File: src/rtl/input_conditioner.sv
// Push-button and slide-switch conditioner: 2-flop synchronizers, button debounce FSM with
// one-shot press pulse, and an 8-bit switch debouncer with an update pulse.
module input_conditioner #(
  parameter int unsigned DEB_CYCLES = 1000000
) (
  input  logic       clk,
  input  logic       rst,
  input  logic       button_raw,
  input  logic [7:0] switch_raw,
  output logic       button,
  output logic       button_level,
  output logic [7:0] switch,
  output logic       switch_changed
);

  localparam logic [19:0] CntMax = 20'(DEB_CYCLES - 1);

  typedef enum logic [1:0] {
    StIdle,
    StPressWait,
    StHeld,
    StReleaseWait
  } btn_state_e;

  logic       b_meta;
  logic       b_s;
  logic [7:0] sw_meta;
  logic [7:0] sw_s;

  btn_state_e  btn_state;
  logic [19:0] btn_cnt;

  logic [7:0]  sw_cand;
  logic [19:0] sw_cnt;

  always_ff @(posedge clk) begin
    if (rst) begin
      b_meta  <= 1'b0;
      b_s     <= 1'b0;
      sw_meta <= 8'h00;
      sw_s    <= 8'h00;
    end else begin
      b_meta  <= button_raw;
      b_s     <= b_meta;
      sw_meta <= switch_raw;
      sw_s    <= sw_meta;
    end
  end

  // The press pulse and level are registered alongside the state transition.
  always_ff @(posedge clk) begin
    if (rst) begin
      btn_state    <= StIdle;
      btn_cnt      <= 20'd0;
      button       <= 1'b0;
      button_level <= 1'b0;
    end else begin
      button <= 1'b0;
      unique case (btn_state)
        StIdle: begin
          if (b_s) begin
            btn_state <= StPressWait;
            btn_cnt   <= 20'd1;
          end
        end
        StPressWait: begin
          if (!b_s) begin
            btn_state <= StIdle;
            btn_cnt   <= 20'd0;
          end else if (btn_cnt == CntMax) begin
            btn_state    <= StHeld;
            btn_cnt      <= 20'd0;
            button       <= 1'b1;
            button_level <= 1'b1;
          end else begin
            btn_cnt <= btn_cnt + 20'd1;
          end
        end
        StHeld: begin
          if (!b_s) begin
            btn_state <= StReleaseWait;
            btn_cnt   <= 20'd1;
          end
        end
        StReleaseWait: begin
          // A bounce back high returns to HELD silently; no second pulse.
          if (b_s) begin
            btn_state <= StHeld;
            btn_cnt   <= 20'd0;
          end else if (btn_cnt == CntMax) begin
            btn_state    <= StIdle;
            btn_cnt      <= 20'd0;
            button_level <= 1'b0;
          end else begin
            btn_cnt <= btn_cnt + 20'd1;
          end
        end
        default: begin
          btn_state <= StIdle;
          btn_cnt   <= 20'd0;
        end
      endcase
    end
  end

  // Any change of the synchronized vector restarts qualification from the new candidate.
  always_ff @(posedge clk) begin
    if (rst) begin
      sw_cand        <= 8'h00;
      sw_cnt         <= 20'd0;
      switch         <= 8'h00;
      switch_changed <= 1'b0;
    end else begin
      switch_changed <= 1'b0;
      if (sw_s != sw_cand) begin
        sw_cand <= sw_s;
        sw_cnt  <= 20'd1;
      end else if (sw_cand != switch) begin
        if (sw_cnt == CntMax) begin
          switch         <= sw_cand;
          switch_changed <= 1'b1;
          sw_cnt         <= 20'd0;
        end else begin
          sw_cnt <= sw_cnt + 20'd1;
        end
      end else begin
        sw_cnt <= 20'd0;
      end
    end
  end

endmodule

File: config.mk
export PLATFORM = sky130hd
export DESIGN_NAME = input_conditioner
export DESIGN_NICKNAME = d
export VERILOG_FILES = /design/src/rtl/input_conditioner.sv
export SDC_FILE = /design/constraint.sdc
export NUM_CORES = 1
export LEC_CHECK = 0
export CORE_ASPECT_RATIO = 0.6
export CORE_UTILIZATION = 60
export CTS_BUF_LIST = sky130_fd_sc_hd__clkbuf_2
export CTS_CLUSTER_SIZE = 28
export DETAILED_ROUTE_END_ITERATION = 8
export PLACE_DENSITY = 0.87
export SYNTH_ARGS = -nofsm -noshare
export SYNTH_HDL_FRONTEND = slang
export SYNTH_SLANG_ARGS = --single-unit
File: constraint.sdc
create_clock -name clk -period 5.55 [get_ports clk]
set_clock_uncertainty 0.1 [all_clocks]
set_input_delay 0.8325 -clock clk [delete_from_list [all_inputs] [get_ports clk]]
set_output_delay 0.8325 -clock clk [all_outputs]
set_load 0.01 [all_outputs]
# After elaboration in Yosys (flattened, before gate mapping)
# Index checks and enable logic that the tools add are counted.
# op_classes
n_addsub	2
n_eq_ne	15
muxes	23
bitwise	4
reduce_logical	9
# ops
op	n
$mux 20	5
$pmux 20 s4	1
$add 20x1->20 const B	2
$eq 20x20->1 const B	2
$ne 8x8->1	2
$mux 2	6
$ne 2x2->1 const B	6
$mux 1	9
$pmux 2 s4	1
$ne 3x3->1 const B	2
$reduce_or 3->1	2
$reduce_and 5->1	1
$eq 2x2->1 const B	2
$not 1->1	4
$reduce_and 4->1	1
$reduce_or 4->1	1
$reduce_and 3->1	1
$eq 2x1->1 const B	1
$logic_not 2->1	1
$pmux 1 s2	1
$reduce_and 2->1	1
$reduce_bool 2->1	1
# word_totals
ff_bits	79
input_bits	11
out_inout_bits	11
wordCells	66

# Depth between registers and ports, before layout
# logic_depth
depth_word	4
mapped_depth	8
depth_no_buf	6

# Worst setup path before layout
# Ideal clock, no wire load.
# synth_timing
path_kind	input port to flip-flop
startpoint	in rst
endpoint	reg sw_cnt[10]
setup_ns	0.064
t_arrival_ns	1.908
t_required_ns	5.386
path_slack_ns	3.478
cell_stages	5
path_buffers	3
cell_sequence	clkbuf_1 > or4_1 > buf_6 > buf_8 > nor2_1
# synth_via
elab_chain_len	1
# synth_rtl
item	line_no	source
start: declaration	7	input logic rst,
$reduce_or 4->1 (no line)	--	
end signal: assignment	124	sw_cnt <= sw_cnt + 20'd1;
end: declaration	34	logic [19:0] sw_cnt;
# No other way between the ends.
# A chain may end at the register's enable or synchronous reset.

# Worst setup path after layout
# layout_timing
startpoint	reg switch[5]
endpoint	out switch[5]
# layout_rtl
item	line_no	source
start: declaration	12	output logic [7:0] switch,
start signal: assignment	120	switch <= sw_cand;
# No word-level cell between the ends.

==> impl_metrics.json <==
{
  "status": "finished, final reports clean",
  "syn_area_per_cell_um2": 9.06,
  "io_pins": 22,
  "power_leakage_uw": 0.00128,
  "fp.coreArea_mm2": 0.00526,
  "synth_area_mm2": 0.00339,
  "worstSetupStartpointType": "flop",
  "tns_ps": 0,
  "crit_path_end_kind": "primary output",
  "drt-initial-drc-count": 182,
  "critPathKind": "flop to primary output",
  "max_slew.worst_pin.slew_ps": 1060,
  "worstPathArrival_ps": 1530,
  "path_max_fanout": 3,
  "antenna_found_initial": 0,
  "num_antenna_cells": 0,
  "slew_violations": 0,
  "slowest_stage": "clkdlybuf4s50_1",
  "instances_no_fill": 466,
  "via_per_inst": 5.78,
  "regArea_mm2": 0.00158,
  "synth_cells": 374,
  "wl_um": 6570,
  "grt_pass1_vias": 2299,
  "p_per_area_mw_per_mm2": 254,
  "fin_crit_sh": 0.444,
  "fmax_mhz": 406,
  "hp-class": "flop to flop",
  "synth_cell_types": 43,
  "cts_sinks": 79,
  "slew_headroom": 0.288,
  "via_count": 2693,
  "final_common_cell": "dfxtp_1",
  "portBuffers": 21,
  "required_ps": 4620,
  "final_cell_mix": "79 x dfxtp_1, 45 x nand2_1, 32 x nor2_1",
  "hpwl_um": 4750,
  "cts_tree": "built",
  "grt_max_degree": 36,
  "detail-route-antenna-nets": 0,
  "postCtsHoldBufs": 0,
  "critical_path.cell_chain": "clkdlybuf4s50_1",
  "setup_viol": 0,
  "ir_worst_vdd_uv": 187,
  "root_buffer": "clkbuf_2",
  "worstHoldStart": "b_meta",
  "areaGrowthSynthToFinish_pct": 10.3,
  "ys_top_cells_by_area": "dfxtp_1 47%, xnor2_1 5.4%, xor2_1 5.4%",
  "ys_ff_latch": 79,
  "grt_setup_unrepaired": "no",
  "place_inst": 450,
  "clock_path_buffers": 2,
  "routedWlPerCell_um": 14.1,
  "finalPower_uw": 951,
  "die_area_mm2": 0.00596,
  "critPathMaxStageDelay_ps": 560,
  "insertion_delay_ps": 530,
  "routabilityCongestion": 0.872,
  "yosysTopAreaCell": "dfxtp_1",
  "period_needed_ps": 2460,
  "final_nets": 408,
  "cp-startpoint": "switch[5]",
  "grt.total_usage": 0.242,
  "synth_nets": 387,
  "r2r-start": "sw_cand[1]",
  "die_h_um": 60.2,
  "drtPass1Iterations": 5,
  "num_rows": 20,
  "path_clk_slew_ps": 220,
  "path_delay_family": "buffers and inverters",
  "cap_violations": 0,
  "route.detailed.drc": 0,
  "hold_viol": 0,
  "grt_overflow_total": 0,
  "htreeDepth": 3,
  "cts_setup_buffers": 0,
  "ys_warn_count": 0,
  "seq_area_frac_synth": 0.467,
  "drive_gt1_frac": 0.0600,
  "ctsResizeCount": 0,
  "die_x_um": 99.0,
  "synth_top_area_share": 0.467,
  "multi_input_area_mm2": 0.00170,
  "fill_cells": 408,
  "start_util": 0.645,
  "grt_first_pass_wirelength_um": 10800,
  "numCtsBuffers": 9,
  "cp_num_buf_inv": 1
}
flip-flops by register name (all words and copies together), names as in the netlist, named ones only:
name	cells
sw_cand	8
btn_cnt	20
sw_meta	8
switch	8
switch_changed	1
sw_cnt	20
btn_state	1
sw_s	8
button_level	1
b_s	1
b_meta	1
button	1
metal layers:
| metal | vias up | track usage | share of wire |
|---|---|---|---|
| met5 | - | 0 | 0 |
| met4 | 0 | 0.0768 | 0.0090 |
| met3 | 6 | 0.0854 | 0.067 |
| met2 | 98 | 0.355 | 0.43 |
| met1 | 1251 | 0.334 | 0.49 |
| li1 | 1338 | - | - |
cells by family after synthesis:
family,after synthesis,synth area share
and+or+nand+nor,185,0.289
DFF,79,0.467
xor gates and xnor gates,42,0.109
AOI/OAI and AO/OA,37,0.0702
buffers and inverters,20,0.0314
muxes,9,0.0266
adders and majority gates,2,0.00738
report_power, final:
part           switching, uW  leakage, uW  internal (uW)
clock                    210    0.0000775            109
sequential              7.93     0.000641            579
combinational           25.0     0.000560           19.7
synthesized netlist by cell type, drive strengths merged:
| library cell | number |
|---|---|
| o31ai | 1 |
| nor3 | 6 |
| and2 | 1 |
| mux2i | 9 |
| a22oi | 1 |
| xnor2 | 21 |
| clkbuf | 8 |
| or4b | 1 |
| o21a | 1 |
| a31oi | 11 |
| nor2 | 33 |
| o211ai | 1 |
| nand3 | 22 |
| nor4 | 10 |
| buf | 5 |
| a21oi | 7 |
| dfxtp | 79 |
| nor2b | 27 |
| inv | 7 |
| nand4 | 12 |
| and3 | 7 |
| or3 | 1 |
| o21ai | 10 |
| xor2 | 21 |
| nand2 | 45 |
| a21o | 1 |
| ha | 2 |
| nand2b | 6 |
| nor3b | 3 |
| and4 | 6 |
| a22o | 1 |
| a211oi | 1 |
| or4 | 5 |
| a41oi | 1 |
| a2bb2oi | 1 |
layout make-up:
cell class,count,area share
timing repair buffer,23,0.0603
multi-input combinational,275,0.455
tap,66,0.0221
clock buffer,9,0.0121
inverter,7,0.00703
clock inverter,7,0.0201
sequential,79,0.423
final timing paths:
path,endpoint,slack [ps],depth (start not counted)
worst min-delay path,b_s,360,1
worst max register to register,sw_cnt[19],3170,5
worst max-delay path,switch[5],3090,1
worst min register to register,b_s,360,1
stage by stage:
step / hold WS [ps] / setup WS, ps / cell area (um2) / utilization
after global placement: 317 / 2840 / 3620 / 0.688
after global routing: 359 / 2970 / 3740 / 0.711
after CTS: 362 / 3040 / 3740 / 0.711
after floorplan: 314 / 3480 / 3390 / -
final: 361 / 3090 / 3740 / 0.711
after detailed placement: 322 / 2770 / 3620 / 0.688
(Power assumes the default switching activity.)
